===== config.mk =====
export PLATFORM = sky130hd
export DESIGN_NAME = trivium_keystream_gen
export DESIGN_NICKNAME = d
export VERILOG_FILES = /design/src/rtl/trivium_pkg.sv /design/src/rtl/trivium_keystream_gen.sv
export SDC_FILE = /design/constraint.sdc
export NUM_CORES = 1
export LEC_CHECK = 0
export ABC_CLOCK_PERIOD_IN_PS = 29900
export CAP_MARGIN = 20
export CORE_MARGIN = 2
export CORE_UTILIZATION = 45
export DETAILED_ROUTE_END_ITERATION = 8
export PLACE_DENSITY = 0.71
export SLEW_MARGIN = 20
export SYNTH_ARGS = -nofsm -noshare
export SYNTH_HDL_FRONTEND = slang
export SYNTH_SLANG_ARGS = --single-unit

===== constraint.sdc =====
create_clock -name clk -period 29.9 [get_ports clk]
set_input_delay 4.485 -clock clk [delete_from_list [all_inputs] [get_ports clk]]
set_output_delay 4.485 -clock clk [all_outputs]
set_load 0.02 [all_outputs]

===== src/rtl/trivium_pkg.sv =====
// Shared Trivium definitions: widths, FSM states, tap positions and the
// combinational state-update function used by the keystream generator.
package trivium_pkg;

   localparam int KEY_W   = 80;
   localparam int IV_W    = 80;
   localparam int STATE_W = 288;

   typedef enum logic [1:0] {
      IDLE = 2'd0,
      INIT = 2'd1,
      RUN  = 2'd2
   } state_t;

   // Tap positions use the cipher's 1-based numbering (s1..s288).
   localparam int T1_A   = 66;
   localparam int T1_B   = 93;
   localparam int T1_N0  = 91;
   localparam int T1_N1  = 92;
   localparam int T1_X   = 171;
   localparam int T2_A   = 162;
   localparam int T2_B   = 177;
   localparam int T2_N0  = 175;
   localparam int T2_N1  = 176;
   localparam int T2_X   = 264;
   localparam int T3_A   = 243;
   localparam int T3_B   = 288;
   localparam int T3_N0  = 286;
   localparam int T3_N1  = 287;
   localparam int T3_X   = 69;

   typedef struct packed {
      logic [STATE_W-1:0] s;
      logic               z;
   } step_t;

   // Bit i of the packed state holds s(i+1).
   function automatic step_t trivium_step(input logic [STATE_W-1:0] s);
      step_t r;
      logic  t1;
      logic  t2;
      logic  t3;
      t1 = s[T1_A-1] ^ s[T1_B-1];
      t2 = s[T2_A-1] ^ s[T2_B-1];
      t3 = s[T3_A-1] ^ s[T3_B-1];
      r.z = t1 ^ t2 ^ t3;
      t1 = t1 ^ (s[T1_N0-1] & s[T1_N1-1]) ^ s[T1_X-1];
      t2 = t2 ^ (s[T2_N0-1] & s[T2_N1-1]) ^ s[T2_X-1];
      t3 = t3 ^ (s[T3_N0-1] & s[T3_N1-1]) ^ s[T3_X-1];
      r.s = {s[286:177], t2, s[175:93], t1, s[91:0], t3};
      return r;
   endfunction

   function automatic logic [STATE_W-1:0] trivium_load(input logic [KEY_W-1:0] key,
                                                        input logic [IV_W-1:0]  iv);
      logic [STATE_W-1:0] s;
      s          = '0;
      s[79:0]    = key;
      s[172:93]  = iv;
      s[287:285] = 3'b111;
      return s;
   endfunction

endpackage


===== src/rtl/trivium_keystream_gen.sv =====
// Trivium keystream generator: warm-up FSM, 288-bit state register and an
// LSB-first byte packer that writes straight into a downstream byte FIFO.
module trivium_keystream_gen
   import trivium_pkg::*;
#(
   parameter int INIT_STEPS = 1152,
   parameter int OUT_W      = 8
) (
   input  logic              clk,
   input  logic              rst,
   input  logic              start,
   input  logic [KEY_W-1:0]  key,
   input  logic [IV_W-1:0]   iv,
   input  logic              full,
   output logic [OUT_W-1:0]  dout,
   output logic              write,
   output logic              busy,
   output logic              ready
);

   localparam logic [10:0] INIT_LAST = 11'(INIT_STEPS - 1);
   localparam logic [2:0]  BIT_LAST  = 3'(OUT_W - 1);

   state_t             state_q, state_d;
   logic [STATE_W-1:0] s_q, s_d;
   logic [10:0]        init_cnt_q, init_cnt_d;
   logic [2:0]         bit_cnt_q, bit_cnt_d;
   logic [OUT_W-1:0]   acc_q, acc_d;
   logic [OUT_W-1:0]   dout_q, dout_d;
   logic               write_q, write_d;
   step_t              nxt;
   logic               last_bit;

   assign nxt      = trivium_step(s_q);
   assign last_bit = (bit_cnt_q == BIT_LAST);

   always_comb begin
      state_d    = state_q;
      s_d        = s_q;
      init_cnt_d = init_cnt_q;
      bit_cnt_d  = bit_cnt_q;
      acc_d      = acc_q;
      dout_d     = dout_q;
      write_d    = 1'b0;
      if (start) begin
         state_d    = INIT;
         s_d        = trivium_load(key, iv);
         init_cnt_d = '0;
         bit_cnt_d  = '0;
         acc_d      = '0;
      end else begin
         case (state_q)
            INIT: begin
               s_d        = nxt.s;
               init_cnt_d = init_cnt_q + 11'd1;
               if (init_cnt_q == INIT_LAST) begin
                  state_d = RUN;
               end
            end
            RUN: begin
               // Only the byte-completing step waits on full, so a strobe never meets a full FIFO.
               if (!(full && last_bit)) begin
                  s_d               = nxt.s;
                  acc_d[bit_cnt_q]  = nxt.z;
                  bit_cnt_d         = bit_cnt_q + 3'd1;
                  if (last_bit) begin
                     dout_d  = {nxt.z, acc_q[OUT_W-2:0]};
                     write_d = 1'b1;
                  end
               end
            end
            default: ;
         endcase
      end
   end

   always_ff @(posedge clk or posedge rst) begin
      if (rst) begin
         state_q    <= IDLE;
         s_q        <= '0;
         init_cnt_q <= '0;
         bit_cnt_q  <= '0;
         acc_q      <= '0;
         dout_q     <= '0;
         write_q    <= 1'b0;
      end else begin
         state_q    <= state_d;
         s_q        <= s_d;
         init_cnt_q <= init_cnt_d;
         bit_cnt_q  <= bit_cnt_d;
         acc_q      <= acc_d;
         dout_q     <= dout_d;
         write_q    <= write_d;
      end
   end

   assign dout  = dout_q;
   assign write = write_q;
   assign busy  = (state_q == INIT);
   assign ready = (state_q == RUN);

endmodule


# --- Word-level counts from Yosys, hierarchy flattened ---
# Index checks and enable logic that the tools add are counted.
op_classes:
  addsub: 2
  mul: 0
  n_div: 0
  n_lt_le_gt_ge: 2
  eq_ne: 6
  shifts: 0
  n_mux: 21
  n_bitwise: 16
  reduce_logical: 10
ops:
  columns: ["cell", "n"]
  rows:
  - ["$mux W288", 2]
  - ["$pmux W288 S2", 1]
  - ["$mux W8", 3]
  - ["$mux W11", 2]
  - ["$add A11 B1 Y11 const B", 1]
  - ["$eq A11 B11 Y1 const B", 1]
  - ["$xor A1 B1 Y1", 11]
  - ["$mux W3", 3]
  - ["$bwmux W8", 1]
  - ["$mux W2", 3]
  - ["$reduce_and A2 Y1", 3]
  - ["$reduce_bool A2 Y1", 3]
  - ["$mux W1", 5]
  - ["$lt A3 B4 Y1 const B", 1]
  - ["$reduce_and A4 Y1", 1]
  - ["$add A3 B1 Y3 const B", 1]
  - ["$and A1 B1 Y1", 3]
  - ["$demux W1 S3", 1]
  - ["$eq A3 B3 Y1 const B", 1]
  - ["$ge A3 B1 Y1 const B", 1]
  - ["$ne A3 B3 Y1 const B", 1]
  - ["$reduce_bool A3 Y1", 1]
  - ["$eq A2 B1 Y1 const B", 1]
  - ["$eq A2 B2 Y1 const B", 1]
  - ["3 further kinds", 5]
word_totals:
  register_bits: 321
  latchBits: 0
  ramBits: 0
  romBits: 0
  output_inout_bits: 11
  memories: 0

# --- Depth between registers and ports, before layout ---
# Gate-level depths: netlist of the first run.
logic_depth:
  ltp_word: 8
  mapped_depth: 9
  mapped_depth_nobuf: 6

# --- Least setup slack after synthesis of the first run ---
# OpenSTA, ideal clock, no wires.
synth_path:
  path_type: "input -> register"
  startpoint: "input start"
  endpoint: "register s_q[29]"
  t_arrival_ps: 5537
  required_ps: 29765
  setup_slack_ps: 24228
  cell_stages: 5
  path_buffers: 3
  cell_sequence: "buf_4 buf_2 clkbuf_1 mux2i_1 o21ai_0"
synth_via:
  elab_chain_cells: 2
  elab_cells_between_ends: 4
synth_lines:
  columns: ["item", "line", "text"]
  rows:
  - ["from (decl)", "trivium_keystream_gen.sv:11", "input logic start,"]
  - ["$ne A3 B3 Y1 (no source line) or $reduce_bool A3 Y1 (tied branches)", null, null]
  - ["$reduce_and A2 Y1 (no source line)", null, null]
  - ["to (signal assigned)", "trivium_keystream_gen.sv:80", "s_q <= '0;"]
  - ["to (signal assigned)", "trivium_keystream_gen.sv:88", "s_q <= s_d;"]
  - ["to (decl)", "trivium_keystream_gen.sv:25", "logic [STATE_W-1:0] s_q, s_d;"]
# Parallel ways exist; a longest one is shown, timed or not.
# A chain may end at the register's enable or synchronous reset.

# --- Worst setup path in the final report of the first run ---
layout_path:
  startpoint: "input full"
  endpoint: "register s_q[93]"
layout_via:
  elab_chain_cells: 3
layout_lines:
  columns: ["item", "line", "text"]
  rows:
  - ["from (decl)", "trivium_keystream_gen.sv:14", "input logic full,"]
  - ["$logic_and A1 B1 Y1", "trivium_keystream_gen.sv:62", "if (!(full && last_bit)) begin"]
  - ["$ne A3 B3 Y1 (no source line)", null, null]
  - ["$reduce_and A2 Y1 (no source line)", null, null]
# No other way between the ends.

==> results.toml, run 1 <==
[outcome]
status = "complete, no violations"

[critical_path]
slowest_stage = "buf_4"
worstSetupPathType = "in -> reg"
worst-endpoint-required_ns = 30.31
path_buf_inv = 3
max_stage_delay_ns = 0.79
arrival_ns = 7.54
critical_path.top_delay_family = "buffers and inverters"
cp-end-kind = "register"
path_max_fanout = 106
crit_top_cell = "buf_4"
path_cells = "clkdlybuf4s50_1 -> nand2_1 -> a211oi_4 -> buf_4 -> buf_4 -> nor2_1 -> a211oi_2"
start_kind = "input port"

[power]
max-vdd-ir-drop_mv = 0.0333
power.density_nw_per_um2 = 56.7
leakage_uw = 0.00738

[global_route]
track_usage_pct = 16.1
grt_first_pass_wirelength_um = 45200
grt_max_degree = 186
grt_pass1_vias = 9285
grt_overflow = 0
antenna_found_initial = 0

[clock_tree]
cts.path.max_buffers = 3
h-tree-depth = 2
worstSkewPairLatency_ns = 0.50
cts_buffers = 34
cts-root-buf = "clkbuf_16"
cts-resized-gates = 0
cts_setup_buffers = 0
cts_sinks = 320
cts.clk_slew.worst_paths_ns = 0.06
tritoncts = "done"
hold_buffers = 0

[hold_path]
hp-class = "reg -> reg"

[placed_design]
placed_area_um2 = 16000
dp.cells = 1880
hpwl_um = 16400
port_buffers = 174
finalWeightedCongestion = 0.745

[floorplanning]
rows = 65
initial_utilization_pct = 45.4
die_y_um = 182
core_area_um2 = 31400
dieWidth_um = 182
num_io_pins = 175
die-area_um2 = 33100

[finish]
layout.nets = 1681
stdcell_count = 1941
final_cell_mix = "dfrtp_1, nand2_1, o21ai_1, clkdlybuf4s50_1, mux2i_1"
drive_gt1_share_pct = 5.26
final_common_cell = "dfrtp_1"
antennaDiodeCount = 0
nFillCells = 2724
area_growth_pct = 20.8
finish.instance_area_um2 = 17200

[synth]
synth_edf_count = 0
ys_warn_count = 0
synth_flop_cell = "dfrtp_1"
synthArstFlopShare_pct = 100
ys_seq_area_share_pct = 56.2
synth_cells = 1397
ys_ff_latch = 320
synth.distinct_cells = 39
synth_area_per_cell_um2 = 10.2
syn-num-nets = 1564
syn_area_um2 = 14200

[timing]
finalSetupViolCount = 0
maxSlewHeadroom_pct = 33.9
hold_viol_final = 0
fin_skew_ns = 0.00923
hold_slack_ns = 0.476
fin_crit_sh_pct = 23.8
fin_tns_setup_ns = 0
drv_slew = 0
fin_crit_ns = 7.12
max_freq_mhz = 140
rsz0062_at_grt = "false"
worst_pin_slew_ns = 0.992

[drt]
drt_iter0_drc = 663
route.vias.total = 9614
wl_per_cell_um = 13.7
totalWireLength_um = 26700
viasPerCell = 4.95
drt_first_pass_iters = 4
antenna_left = 0
drcViolationCount = 0

[job]
drv_cap = 0
==> final cells by class <==
class                      count  area, µm²  share of cell area, %
clock buffer                  48       1040                   6.02
clock inverter                13        123                  0.712
inverter                       2       15.0                 0.0872
multi-input combinational    972       5690                   33.0
sequential                   320       8010                   46.5
tap                          402        503                   2.92
timing repair buffer         184       1850                   10.7
==> worst paths after layout <==
check | from | to | slack, ns | depth (start not counted)
max in group asynchronous | rst | acc_q[0] | 23.95 | 3
hold reg to reg | s_q[48] | s_q[48] | 0.48 | 2
min in group asynchronous | rst | s_q[206] | 4.52 | 2
setup / recovery | full | s_q[93] | 22.78 | 7
hold / removal | s_q[48] | s_q[48] | 0.48 | 2
setup reg to reg | bit_cnt_q[0] | s_q[93] | 26.41 | 8
==> worst min-delay path, cell delays in order (launching register included) <==
cell and delay (ns):
dfrtp_1 0.34, nand2_1 0.04, o21ai_0 0.06
==> report_power, final <==
group	internal [µW]	switching, µW	total, µW
Clock	260	170	430
Combinational	42.1	33.5	75.6
Sequential	457	13.3	471
Total	759	217	976
==> kinds of logic after synthesis <==
group / Yosys count / synth area share (%)
AO/OA/AOI/OAI: 296 / 10.7
XOR/XNOR: 20 / 1.33
adder cells (fa/ha/maj): 3 / 0.263
buffers and inverters: 105 / 3.88
flip-flops: 320 / 56.2
multiplexers: 173 / 12.2
AND/OR/NAND/NOR: 480 / 15.5
==> per-stage QoR <==
step / utilization, % / setup WS (ns) / power, µW
after CTS: 54.8 / 22.57 / 990
after detailed placement: 51.1 / 22.07 / 555
after floorplan: - / 16.56 / 520
final: 54.9 / 22.78 / 976
after global placement: 51.1 / 22.16 / 552
after global routing: 54.9 / 22.47 / 1020
==> cells in the mapped netlist, types with 2 or more instances <==
cell	number	area share, %
a211oi_2	2	0.18
a21oi_1	4	0.14
buf_1	7	0.18
buf_2	11	0.39
buf_4	26	1.4
buf_6	3	0.24
clkbuf_1	36	0.95
clkbuf_2	20	0.70
dfrtp_1	320	56
ha_1	3	0.26
inv_1	2	0.053
mux2_2	8	0.63
mux2i_1	165	12
nand2_1	299	7.9
nand2b_1	124	5.4
nand3_1	5	0.18
nand4_1	5	0.22
nand4b_1	3	0.18
nor2_1	24	0.63
nor2b_1	8	0.35
nor3_1	2	0.070
nor4_1	2	0.088
o21ai_0	84	3.0
o21ai_1	202	7.1
xnor2_1	9	0.55
xor2_1	10	0.61
==> layer usage <==
metal	vias up	routed length (µm)	GRT usage [%]
met3	23	1920	5.29
li1	4900	-	-
met2	181	11200	24.3
met1	4510	13200	23.0
met4	0	280	3.26
met5	-	0	0
==> registers in the layout, summed over array words and instances, names as in the netlist <==
register    count
init_cnt_q     11
state_q         2
s_q           288
write           1
dout            8
acc_q           7
bit_cnt_q       3
Note: power is estimated with default switching activity, not from simulation.
==> run 2, diff against run 1 <==
ABC_CLOCK_PERIOD_IN_PS = 6700   (was 29900)
clock period = 6.7 ns   (was 29.9 ns; I/O delays follow)
==> run 2 against run 1 <==
Net effect:
- clock-buffer cell count grew 5
- routed wire length down 0.45%
- worst hold slack gained 0.0024 ns
- sequential power increased to 4.5 times the previous value
- via count rose by 0.19%
- power grew to 4.4 times the previous value
- sequential cell count did not move
- global-route usage grew 0.24 points
- largest cell class unchanged
- largest power group unchanged
==> results.toml, run 2 (synthesized netlist as in run 1, its figures left out) <==
[outcome]
status = "complete, no violations"

[timing]
fin_crit_sh_pct = 51.7
rsz0062_at_grt = "false"
max_freq_mhz = 289
maxSlewHeadroom_pct = 34.5
worst_pin_slew_ns = 0.981
fin_tns_setup_ns = 0
fin_skew_ns = 0.00707
hold_viol_final = 0
fin_crit_ns = 3.46
drv_slew = 0
finalSetupViolCount = 0

[finish]
drive_gt1_share_pct = 5.20
layout.nets = 1682
final_cell_mix = "dfrtp_1, nand2_1, o21ai_1, clkdlybuf4s50_1, mux2i_1"
finish.instance_area_um2 = 17200
regMostFlops = "s_q"
area_growth_pct = 21.0
final_common_cell = "dfrtp_1"
antennaDiodeCount = 0
largest_register_ffs = 288
utilization_pct = 54.9

[clock_tree]
h-tree-depth = 2
cts_buffers = 35
tritoncts = "done"
cts_setup_buffers = 0
cts_sinks = 320
worstSkewPairLatency_ns = 0.50
cts.clk_slew.worst_paths_ns = 0.06
cts-root-buf = "clkbuf_16"
cts.path.max_buffers = 3
cts-resized-gates = 0
hold_buffers = 0

[drt]
wl_per_cell_um = 13.7
drt_first_pass_iters = 4
viasPerCell = 4.96
drcViolationCount = 0
totalWireLength_um = 26500
antenna_left = 0
route.vias.total = 9632
drt_iter0_drc = 605

[global_route]
grt_pass1_vias = 9477
grt_max_degree = 313
grt_first_pass_wirelength_um = 46100
antenna_found_initial = 0
track_usage_pct = 16.4
grt_overflow = 0

[critical_path]
reg2reg_to = "s_q[114]"
r2r-start = "bit_cnt_q[0]"
r2r_slack_ns = 3.63
start_kind = "register"
cp-end-kind = "output port"
path_max_fanout = 13
worstSetupPathType = "reg -> out"
arrival_ns = 2.46
rr_worst_depth = 7
worst-endpoint-required_ns = 5.69

[power]
netSwitchingPower_uw = 951
p_sw_share_pct = 22.1
leakage_uw = 0.00738
comb_power_share_pct = 7.8
max-vdd-ir-drop_mv = 0.157
p_clk_share_pct = 43.4
p_int_uw = 3360
finalPower_uw = 4310
seq_power_share_pct = 48.8
power.density_nw_per_um2 = 250

[placed_design]
finalWeightedCongestion = 0.739
placed_area_um2 = 16100
hpwl_um = 16000
port_buffers = 174

[floorplanning]
dieWidth_um = 182
initial_utilization_pct = 45.4
die_y_um = 182
die-area_um2 = 33100
core_area_um2 = 31400
num_io_pins = 175
rows = 65

[hold_path]
hold_start = "s_q[63]"
min_to = "s_q[63]"
hp-class = "reg -> reg"
whs_path_depth = 2

[job]
drv_cap = 0
## run 2: worst max-delay path by stage
stage / start / endpoint / slack [ns] / cells after the start
2_1_floorplan: rst / acc_q[0] / 1.43 / 1
3_3_place_gp: full / s_q[114] / 3.11 / 5
3_5_place_dp: full / s_q[78] / 3.03 / 5
4_1_cts: state_q[0] / ready / 3.25 / 2
5_1_grt: state_q[0] / ready / 3.11 / 2
6_report: state_q[0] / ready / 3.24 / 2
## run 2: area by class of cell
class	count	area (µm²)
Fill cell	2760	14100
Sequential cell	320	8010
Multi-Input combinational cell	972	5690
Timing Repair Buffer	184	1890
Clock buffer	53	1100
Tap cell	402	503
Clock inverter	8	45.0
Inverter	2	11.3
## run 2: stage by stage
| stage | hold slack, ns | cells | worst slack, ns |
|---|---|---|---|
| global placement | 0.459 | 1879 | 3.11 |
| floorplan | 0.449 | 1397 | 1.43 |
| global route | 0.500 | 1941 | 3.11 |
| CTS | 0.483 | 1940 | 3.25 |
| detailed placement | 0.469 | 1879 | 3.03 |
| finish | 0.478 | 1941 | 3.24 |
## run 2: worst max-delay path: stages (launching register included)
cell and delay, ns:
dfrtp_1 0.41, nor2b_1 0.77, clkdlybuf4s50_1 0.77
## run 2: power groups by stage
stage | Sequential, µW | Clock (µW) | Combinational (µW)
finish | 2100 | 1870 | 337
global route | 2110 | 2010 | 379
detailed placement | 2130 | 0 | 345
floorplan | 2120 | 0 | 202
CTS | 2100 | 1930 | 346
global placement | 2130 | 0 | 335
## run 2: per-layer routing
layer  share of wire [%]  GRT usage [%]  vias to the layer above
met3                 7.5           5.44                       36
met2                  43           24.0                      183
met4                 1.5           3.81                        0
li1                    -              -                     4898
met5                   0              0                        -
met1                  48           23.7                     4515
